[src/rtl/chaos_pkg.sv]
// Shared definitions for the logistic-map evaluator: operand width default and multiplier FSM encoding.
package chaos_pkg;

  localparam int WIDTH = 18;
  localparam int CNT_W = $clog2(WIDTH);

  localparam logic [1:0] ST_IDLE = 2'd0;
  localparam logic [1:0] ST_RUN  = 2'd1;
  localparam logic [1:0] ST_DONE = 2'd2;

  typedef enum logic [1:0] {
    IDLE = ST_IDLE,
    RUN  = ST_RUN,
    DONE = ST_DONE
  } mult_state_e;

endpackage

[src/rtl/iter_mult18.sv]
// Iterative shift-add unsigned multiplier, one multiplier bit per clock, start/done handshake.
// Optional ITER_MULT_EARLY_TERM_EN: finish as soon as no multiplier bits remain.
module iter_mult18 #(
  parameter int WIDTH = chaos_pkg::WIDTH
) (
  input  logic                 CLK,
  input  logic                 RST,
  input  logic                 start,
  input  logic [WIDTH-1:0]     dataa,
  input  logic [WIDTH-1:0]     datab,
  output logic                 busy,
  output logic                 done,
  output logic [2*WIDTH-1:0]   result
);
  import chaos_pkg::*;

  localparam int CntW = $clog2(WIDTH);

  mult_state_e          state_q, state_d;
  logic [2*WIDTH-1:0]   a_sh_q, a_sh_d;
  logic [WIDTH-1:0]     b_sh_q, b_sh_d;
  logic [2*WIDTH-1:0]   acc_q, acc_d;
  logic [CntW-1:0]      cnt_q, cnt_d;
  logic [2*WIDTH-1:0]   result_q, result_d;
  logic                 busy_q, busy_d;
  logic                 done_q, done_d;

  logic [2*WIDTH-1:0]   addend;
  logic [2*WIDTH-1:0]   sum;
  logic [WIDTH-1:0]     bNext;
  logic                 lastStep;

  always_ff @(posedge CLK or negedge RST) begin
    if (!RST) begin
      state_q  <= IDLE;
      a_sh_q   <= '0;
      b_sh_q   <= '0;
      acc_q    <= '0;
      cnt_q    <= '0;
      result_q <= '0;
      busy_q   <= 1'b0;
      done_q   <= 1'b0;
    end else begin
      state_q  <= state_d;
      a_sh_q   <= a_sh_d;
      b_sh_q   <= b_sh_d;
      acc_q    <= acc_d;
      cnt_q    <= cnt_d;
      result_q <= result_d;
      busy_q   <= busy_d;
      done_q   <= done_d;
    end
  end

  always_comb begin
    state_d  = state_q;
    a_sh_d   = a_sh_q;
    b_sh_d   = b_sh_q;
    acc_d    = acc_q;
    cnt_d    = cnt_q;
    result_d = result_q;
    busy_d   = busy_q;
    done_d   = done_q;

    addend   = b_sh_q[0] ? a_sh_q : '0;
    sum      = acc_q + addend;
    bNext    = b_sh_q >> 1;
`ifdef ITER_MULT_EARLY_TERM_EN
    lastStep = (cnt_q == CntW'(WIDTH - 1)) || (bNext == '0);
`else
    lastStep = (cnt_q == CntW'(WIDTH - 1));
`endif

    case (state_q)
      IDLE, DONE: begin
        if (start) begin
          a_sh_d  = {{WIDTH{1'b0}}, dataa};
          b_sh_d  = datab;
          acc_d   = '0;
          cnt_d   = '0;
          done_d  = 1'b0;
          busy_d  = 1'b1;
          state_d = RUN;
        end
      end
      RUN: begin
        // start is deliberately not looked at here: a running product cannot be restarted
        acc_d  = sum;
        a_sh_d = a_sh_q << 1;
        b_sh_d = bNext;
        cnt_d  = cnt_q + CntW'(1);
        if (lastStep) begin
          result_d = sum;
          done_d   = 1'b1;
          busy_d   = 1'b0;
          state_d  = DONE;
        end
      end
      default: begin
        state_d = IDLE;
        busy_d  = 1'b0;
        done_d  = 1'b0;
      end
    endcase
  end

  assign busy   = busy_q;
  assign done   = done_q;
  assign result = result_q;

endmodule
[config.mk]
export PLATFORM = sky130hd
export DESIGN_NAME = iter_mult18
export DESIGN_NICKNAME = d
export VERILOG_FILES = /design/src/rtl/chaos_pkg.sv /design/src/rtl/iter_mult18.sv
export SDC_FILE = /design/constraint.sdc
export NUM_CORES = 1
export LEC_CHECK = 0
export CORE_ASPECT_RATIO = 1.5
export CORE_UTILIZATION = 48
export CTS_BUF_LIST = sky130_fd_sc_hd__clkbuf_8
export DETAILED_ROUTE_END_ITERATION = 8
export GPL_TIMING_DRIVEN = 0
export PLACE_DENSITY = 0.72
export SLEW_MARGIN = 25
export SYNTH_ARGS = -nofsm -noshare
export SYNTH_HDL_FRONTEND = slang
export SYNTH_SLANG_ARGS = --single-unit
[constraint.sdc]
create_clock -name CLK -period 3 [get_ports CLK]
set_input_delay 0.3 -clock CLK [delete_from_list [all_inputs] [get_ports CLK]]
set_output_delay 0.3 -clock CLK [all_outputs]
set_load 0.02 [all_outputs]
==> results of run 1 <==
-- worst paths after layout --
| check | end | slack [ps] |
|---|---|---|
| worst min-delay path | a_sh_q[12] | 320 |
| worst max-delay path | result[30] | -360 |
| max in group asynchronous | a_sh_q[20] | 1890 |
| worst max register to register | result[30] | -360 |
| worst min register to register | b_sh_q[6] | 480 |
| min in group CLK | b_sh_q[3] | 470 |
-- power groups by stage --
| stage | logic (mW) | clock network [mW] | registers, mW |
|---|---|---|---|
| floorplan | 3.49 | 0 | 3.24 |
| global placement | 4.94 | 0 | 3.14 |
| detailed placement | 5.10 | 0 | 3.18 |
| CTS | 5.95 | 1.55 | 3.20 |
| global route | 6.77 | 1.62 | 3.31 |
| finish | 6.23 | 1.52 | 3.22 |
-- stage by stage --
| step | TNS (ps) | utilization | worst slack [ps] | std cells | hold slack (ps) |
|---|---|---|---|---|---|
| floorplan | -233 | - | -107 | 685 | 4.41 |
| global placement | -491300 | 0.565 | -3600 | 957 | 459 |
| detailed placement | -12820 | 0.567 | -658 | 958 | 205 |
| CTS | -5600 | 0.640 | -395 | 1017 | 331 |
| global route | -8140 | 0.652 | -433 | 1023 | 330 |
| finish | -4440 | 0.652 | -362 | 1023 | 320 |
-- registers in the layout, indices dropped and copies added (netlist names) --
signal	count
a_sh_q	36
acc_q	36
b_sh_q	18
busy	1
cnt_q	5
done	1
result	36
state_q	1
-- cell type report --
cell class,count,area (µm²),share of cell area
Multi-Input combinational cell,503,4160,0.438
Clock inverter,14,150,0.0158
Clock buffer,18,248,0.0261
Tap cell,196,245,0.0259
Inverter,9,33.8,0.00356
Buffer,34,179,0.0189
Timing Repair Buffer,115,1110,0.117
Sequential cell,134,3350,0.354
-- Yosys cell counts, drive strengths merged, types with 2 or more instances --
cell,count
nand2b,5
a31oi,8
xnor2,20
a22oi,34
nand2,102
nand3b,2
inv,9
a311oi,2
a21oi,32
a21o,21
nor2,11
nor3,3
nor2b,3
nor4bb,2
o31ai,2
xor2,14
o211ai,2
a41oi,2
o21bai,4
and2,40
a31o,3
a21boi,2
mux2,33
ha,37
o21ai,25
and3,6
clkbuf,38
a211oi,3
nand4,5
and4,3
nand3,7
a22o,54
dfrtp,134
-- timing repair --
action | CTS | global route
endpoints found under the hold margin | 40 | 0
resized for setup | 90 | 28
endpoints found under the setup margin | 39 | 36
hold buffers | 1 | 0
buffers inserted | 29 | 8
cloned | 1 | 0
pin swaps | 29 | 32
-- kinds of logic (layout without fill, tap and decap cells) --
kind of cell    count (synthesis)  after routing
compound gates                207            207
simple gates                  191            191
flops                         134            134
buf+inv                        48            190
fa+ha+maj                      38             38
xor+xnor                       34             34
mux                            33             33
-- routing by layer --
metal / wire, µm / up-vias
li1: - / 2748
met1: 7450 / 2885
met2: 9700 / 120
met3: 551 / 43
met4: 600 / 0
met5: 0 / -
-- critical path: cells and delay by family, from the launching register on --
family / cells / cell delay [ps]
multiplexers: 1 / 270
buffers and inverters: 1 / 160
XOR/XNOR: 1 / 100
flip-flops: 1 / 460
AND/OR/NAND/NOR: 2 / 260
adder cells (fa/ha/maj): 2 / 490
AO/OA/AOI/OAI: 6 / 1500
==> impl_metrics.env, run 1 <==
export IMPL_grt_max_degree=95
export IMPL_mostFrequentLayoutCells="dfrtp_1 (133), nand2_1 (102), clkdlybuf4s50_1 (75)"
export IMPL_fill_cells=1162
export IMPL_timing_critical_path_arrival_ps=3700
export IMPL_antenna_violations_before_repair=0
export IMPL_drt_wl_total_um=18300
export IMPL_synth_xor_area_share=0.0417
export IMPL_most_common_cell_after_layout_fill_and_taps_aside="dfrtp_1"
export IMPL_finalMaxSlewViolations=0
export IMPL_max_clock_freq_mhz=297
export IMPL_drt_pass1_iterations=4
export IMPL_setup_repair_after_global_routing_missed_its_margin="true"
export IMPL_power_share_switching=0.421
export IMPL_synth_top_cells_by_area="dfrtp_1 (47%), a22o_1 (6.6%), ha_1 (6.5%)"
export IMPL_setup_viol=27
export IMPL_layout_drive_gt1_share=0.220
export IMPL_synthMuxAreaShare=0.0520
export IMPL_design_area_um2=9480
export IMPL_layout_setup_ws_ps=-362
export IMPL_clkTransAtPathRegs_ps=80
export IMPL_final_net_count=891
export IMPL_antenna_cells=0
export IMPL_number_of_global_route_vias_before_repair=6032
export IMPL_outcome="finished, violations left"
export IMPL_tightest_slew_ps=766
export IMPL_routed_wire_length_per_instance_um=17.9
export IMPL_synthCells=685
export IMPL_gpl_final_weighted_congestion=0.949
export IMPL_synth_avg_cell_area_um2=10.4
export IMPL_failed_checks="setup timing"
export IMPL_worst_setup_start_kind="flip-flop"
export IMPL_grt_total_usage=0.249
export IMPL_use_met1=0.296
export IMPL_globalRouteMet3Util=0.0383
export IMPL_worstHoldPathType="in -> async"
export IMPL_route_detailed_vias_per_inst=5.67
export IMPL_cp_data_required_time_ps=3340
export IMPL_yosys_area_share_adder=0.0676
export IMPL_ant_nets=0
export IMPL_final_critical_path_time_including_i_o_delays_and_setup_ps=3360
export IMPL_cts_root_buf="clkbuf_8"
export IMPL_timing_critical_path_fanout_max=5
export IMPL_final_min_period_over_clock_period=1.12
export IMPL_netSwitchingPower_mw=4.63
export IMPL_crit_path_max_incr_delay_ps=460
export IMPL_yosys_most_used_dff="dfrtp_1"
export IMPL_synth_nets=762
export IMPL_clock_latency_ps=450
export IMPL_synth_edff_count=0
export IMPL_cts_max_path_bufs=2
export IMPL_grtUsageMet2=0.439
export IMPL_power_density_nw_per_um2=1160
export IMPL_synthesized_area_um2=7150
export IMPL_busiest_layer="met2"
export IMPL_ir_worst_vdd_uv=569
export IMPL_cap_viol_max_count=0
export IMPL_hold_violations=0
export IMPL_area_fraction_in_compound_gates_after_synthesis=0.215
export IMPL_place_detailed_hpwl_um=12700
export IMPL_grt_pass1_wl_um=29300
export IMPL_clock_tree_htree_level_count=4
export IMPL_gr_total_overflow=0
export IMPL_critical_path_endpoint_type="flip-flop"
export IMPL_standard_cell_area_after_detailed_placement_um2=8230
export IMPL_synth_async_reset_ratio=1.00
export IMPL_core_um2=14500
export IMPL_design_die_area_um2=15400
export IMPL_timing_critical_path_cells="clkbuf_16 -> and2_4 -> ha_4 -> fa_2 -> a21o_1 -> a31o_1 -> a21bo_1 -> a221o_1 -> a41oi_4 -> nand3b_4 -> a31oi_4 -> xnor2_2 -> mux2_2"
export IMPL_rows=54
export IMPL_ys_warn_count=0
export IMPL_die_h_um=151
export IMPL_synth_simple_gate_area_frac=0.129
export IMPL_finalClockSkew_ps=9.99
export IMPL_vias=5796
export IMPL_path_class="reg -> reg"
export IMPL_yosysTopAreaCell="dfrtp_1"
export IMPL_num_io_pins=77
export IMPL_post_synth_top_area_fraction=0.469
export IMPL_leakage_dissipation_nw=4.55
export IMPL_p_comb_frac=0.568
export IMPL_p_int_mw=6.35
export IMPL_flow_area_growth_from_synthesis_pct=32.6
export IMPL_effective_utilization_at_floorplan=0.492
export IMPL_setup_worst_path_start="b_sh_q[0]"
export IMPL_reg2regPathDepth=13
export IMPL_worst_path_max_delay_cell="dfrtp_2"
export IMPL_yosysSeqAreaShare=0.469
export IMPL_fp_dieW_um=102
export IMPL_synth_lib_cells_used_distinct=57
export IMPL_clock_tree_from_tritoncts="yes"
export IMPL_drt_first_iter_violations=207
export IMPL_postSynthRegisterBits=134
export IMPL_numClockSinks=134
export IMPL_cts_inserted_buffers=17
export IMPL_io_buffers=76
export IMPL_maxSlewHeadroom=0.489
export IMPL_synth_top_family_by_area="compound AO/OA/AOI/OAI gates"
export IMPL_pwr_share_clk=0.139
export IMPL_power_frac_seq=0.294
export IMPL_p_total_mw=11.0
export IMPL_number_of_remaining_drc_errors=0
export IMPL_reg2reg_from="b_sh_q[0]"
Power figures use the tool's default switching activity.
==> run 2, diff against run 1 <==
--- a/config.mk
+++ b/config.mk
@@ -5,7 +5,7 @@
 export SDC_FILE = /design/constraint.sdc
 export NUM_CORES = 1
 export LEC_CHECK = 0
-export CORE_ASPECT_RATIO = 1.5
+export CORE_ASPECT_RATIO = 1.1
 export CORE_UTILIZATION = 48
 export CTS_BUF_LIST = sky130_fd_sc_hd__clkbuf_8
 export DETAILED_ROUTE_END_ITERATION = 8
==> run 2 against run 1 <==
Critical path depth unchanged; non-clock buffer count decreased by 1; critical endpoint unchanged; sequential power about the same; count of clock-buffer cells in the layout increased by 2; fmax increased by 2.7%; via count increased by 0.52%; the run still ends with setup timing left; clock power increased by 12%.
==> impl_metrics.env, run 2 (synthesized netlist as in run 1, its figures left out) <==
export IMPL_numClockSinks=134
export IMPL_maxSlewHeadroom=0.547
export IMPL_final_util=0.654
export IMPL_final_net_count=890
export IMPL_gr_total_overflow=0
export IMPL_path_class="reg -> reg"
export IMPL_reg2regPathDepth=13
export IMPL_drt_wl_total_um=18000
export IMPL_reg2reg_setup_slack_ps=-270
export IMPL_dpl_cells=954
export IMPL_cts_max_path_bufs=2
export IMPL_num_io_pins=77
export IMPL_number_of_remaining_drc_errors=0
export IMPL_setup_viol=28
export IMPL_worst_path_max_delay_cell="dfrtp_2"
export IMPL_routed_wire_length_per_instance_um=17.7
export IMPL_critical_path_endpoint_type="flip-flop"
export IMPL_max_clock_freq_mhz=305
export IMPL_finalMaxSlewViolations=0
export IMPL_grt_pass1_wl_um=29300
export IMPL_rows=46
export IMPL_layout_setup_ws_ps=-274
export IMPL_tightest_slew_ps=680
export IMPL_antenna_cells=0
export IMPL_clock_tree_htree_level_count=4
export IMPL_core_um2=14500
export IMPL_cts_root_buf="clkbuf_8"
export IMPL_vias=5826
export IMPL_cts_inserted_buffers=17
export IMPL_outcome="finished, violations left"
export IMPL_io_buffers=76
export IMPL_worstHoldPathType="in -> async"
export IMPL_clock_latency_ps=450
export IMPL_final_min_period_over_clock_period=1.09
export IMPL_grt_max_degree=96
export IMPL_ir_worst_vdd_uv=542
export IMPL_setup_worst_path_start="b_sh_q[0]"
export IMPL_final_critical_path_time_including_i_o_delays_and_setup_ps=3270
export IMPL_failed_checks="setup timing"
export IMPL_flow_area_growth_from_synthesis_pct=32.7
export IMPL_most_common_cell_after_layout_fill_and_taps_aside="dfrtp_1"
export IMPL_dp_slack_ps=-565
export IMPL_route_detailed_vias_per_inst=5.72
export IMPL_finalClockSkew_ps=8.90
export IMPL_cap_viol_max_count=0
export IMPL_timing_critical_path_fanout_max=4
export IMPL_r2r_end="result[30]"
export IMPL_worst_setup_start_kind="flip-flop"
export IMPL_worst_hold_slack_ps=320
export IMPL_design_area_um2=9490
export IMPL_layoutNonFillerInstCount=1018
export IMPL_design_die_area_um2=15400
export IMPL_fp_dieW_um=118
export IMPL_drt_first_iter_violations=360
export IMPL_mostFrequentLayoutCells="dfrtp_1 (133), nand2_1 (101), clkdlybuf4s50_1 (75)"
export IMPL_ant_nets=0
export IMPL_gpl_final_weighted_congestion=0.892
export IMPL_clock_tree_from_tritoncts="yes"
export IMPL_power_density_nw_per_um2=1170
export IMPL_setup_repair_after_global_routing_missed_its_margin="true"
export IMPL_timing_critical_path_cells="clkbuf_16 -> and2_4 -> ha_4 -> fa_2 -> a21o_1 -> a31o_1 -> a21bo_1 -> a221o_1 -> a41oi_4 -> nand3b_4 -> a31oi_4 -> xnor2_2 -> mux2_2"
export IMPL_hold_violations=0
export IMPL_drt_pass1_iterations=5
export IMPL_crit_path_max_incr_delay_ps=450
export IMPL_reg2reg_from="b_sh_q[0]"
export IMPL_number_of_global_route_vias_before_repair=5869
export IMPL_clkTransAtPathRegs_ps=80
export IMPL_leakage_dissipation_nw=4.55
export IMPL_place_detailed_hpwl_um=12300
export IMPL_cp_data_required_time_ps=3340
export IMPL_grt_total_usage=0.243
export IMPL_timing_critical_path_arrival_ps=3610
export IMPL_antenna_violations_before_repair=0
export IMPL_standard_cell_area_after_detailed_placement_um2=8230
export IMPL_effective_utilization_at_floorplan=0.493
export IMPL_die_h_um=130
export IMPL_layout_drive_gt1_share=0.215
==> run 2: cell types whose count changed in the layout (fill, tap and decap cells not counted), moves of 2 or more <==
cell,previous run,this run
buf_6,9,3
and2_4,10,8
xor2_1,12,8
clkbuf_8,19,22
buf_4,28,34
nor2_1,9,11
inv_6,3,0
bufinv_16,2,4
xor2_2,2,6
and2_1,30,32
clkinvlp_4,3,1
a21oi_1,24,26
==> run 2: worst max path at each step <==
stage	to	cells after the start
2_1_floorplan	result[30]	14
3_3_place_gp	result[33]	1
3_5_place_dp	result[35]	14
4_1_cts	result[30]	14
5_1_grt	result[35]	15
6_report	result[30]	13
==> run 2: layout make-up <==
| type | count | area, µm² |
|---|---|---|
| Multi-Input combinational cell | 503 | 4150 |
| Sequential cell | 134 | 3350 |
| Fill cell | 1163 | 5020 |
| Clock inverter | 12 | 176 |
| Tap cell | 192 | 240 |
| Buffer | 33 | 173 |
| Timing Repair Buffer | 115 | 1080 |
| Clock buffer | 20 | 275 |
| Inverter | 9 | 33.8 |
==> run 2: report_power, final <==
part / leakage (nW) / switching (mW) / internal [mW]
Combinational: 2.60 / 3.26 / 2.91
Sequential: 1.72 / 0.594 / 2.62
Clock: 0.230 / 0.728 / 0.972
==> run 2: through the flow <==
step / power [mW] / setup TNS [ps]
global route: 11.8 / -6820
finish: 11.1 / -3740
CTS: 10.8 / -7800
detailed placement: 8.27 / -11510
global placement: 8.06 / -477190
floorplan: 6.73 / -233
==> run 2: repair_timing <==
item | CTS | global route
pin swaps | 36 | 27
buffers inserted | 32 | 6
endpoints found under the setup margin | 37 | 43
endpoints found under the hold margin | 39 | 0
resized for setup | 74 | 24
hold buffers | 1 | 0
==> run 2: worst max-delay path, delay by kind of cell, from the launching register on <==
| family | cells | cell delay [ps] |
|---|---|---|
| buf+inv | 1 | 160 |
| flops | 1 | 450 |
| simple gates | 2 | 250 |
| mux | 1 | 260 |
| compound gates | 6 | 1460 |
| xor+xnor | 1 | 100 |
| fa+ha+maj | 2 | 490 |
==> run 2: layer usage <==
| metal | up-vias | global-route usage | wire (µm) |
|---|---|---|---|
| li1 | 2747 | - | - |
| met1 | 2889 | 0.299 | 7670 |
| met2 | 160 | 0.417 | 9150 |
| met3 | 30 | 0.0437 | 809 |
| met4 | 0 | 0.114 | 402 |
| met5 | - | 0 | 0 |
==> run 3, diff against run 2 <==
--- a/config.mk
+++ b/config.mk
@@ -5,6 +5,7 @@
 export SDC_FILE = /design/constraint.sdc
 export NUM_CORES = 1
 export LEC_CHECK = 0
+export CAP_MARGIN = 25
 export CORE_ASPECT_RATIO = 1.1
 export CORE_UTILIZATION = 48
 export CTS_BUF_LIST = sky130_fd_sc_hd__clkbuf_8
==> results of run 3 <==
No change in the layout: final DEF, timing and power equal those of run 2.
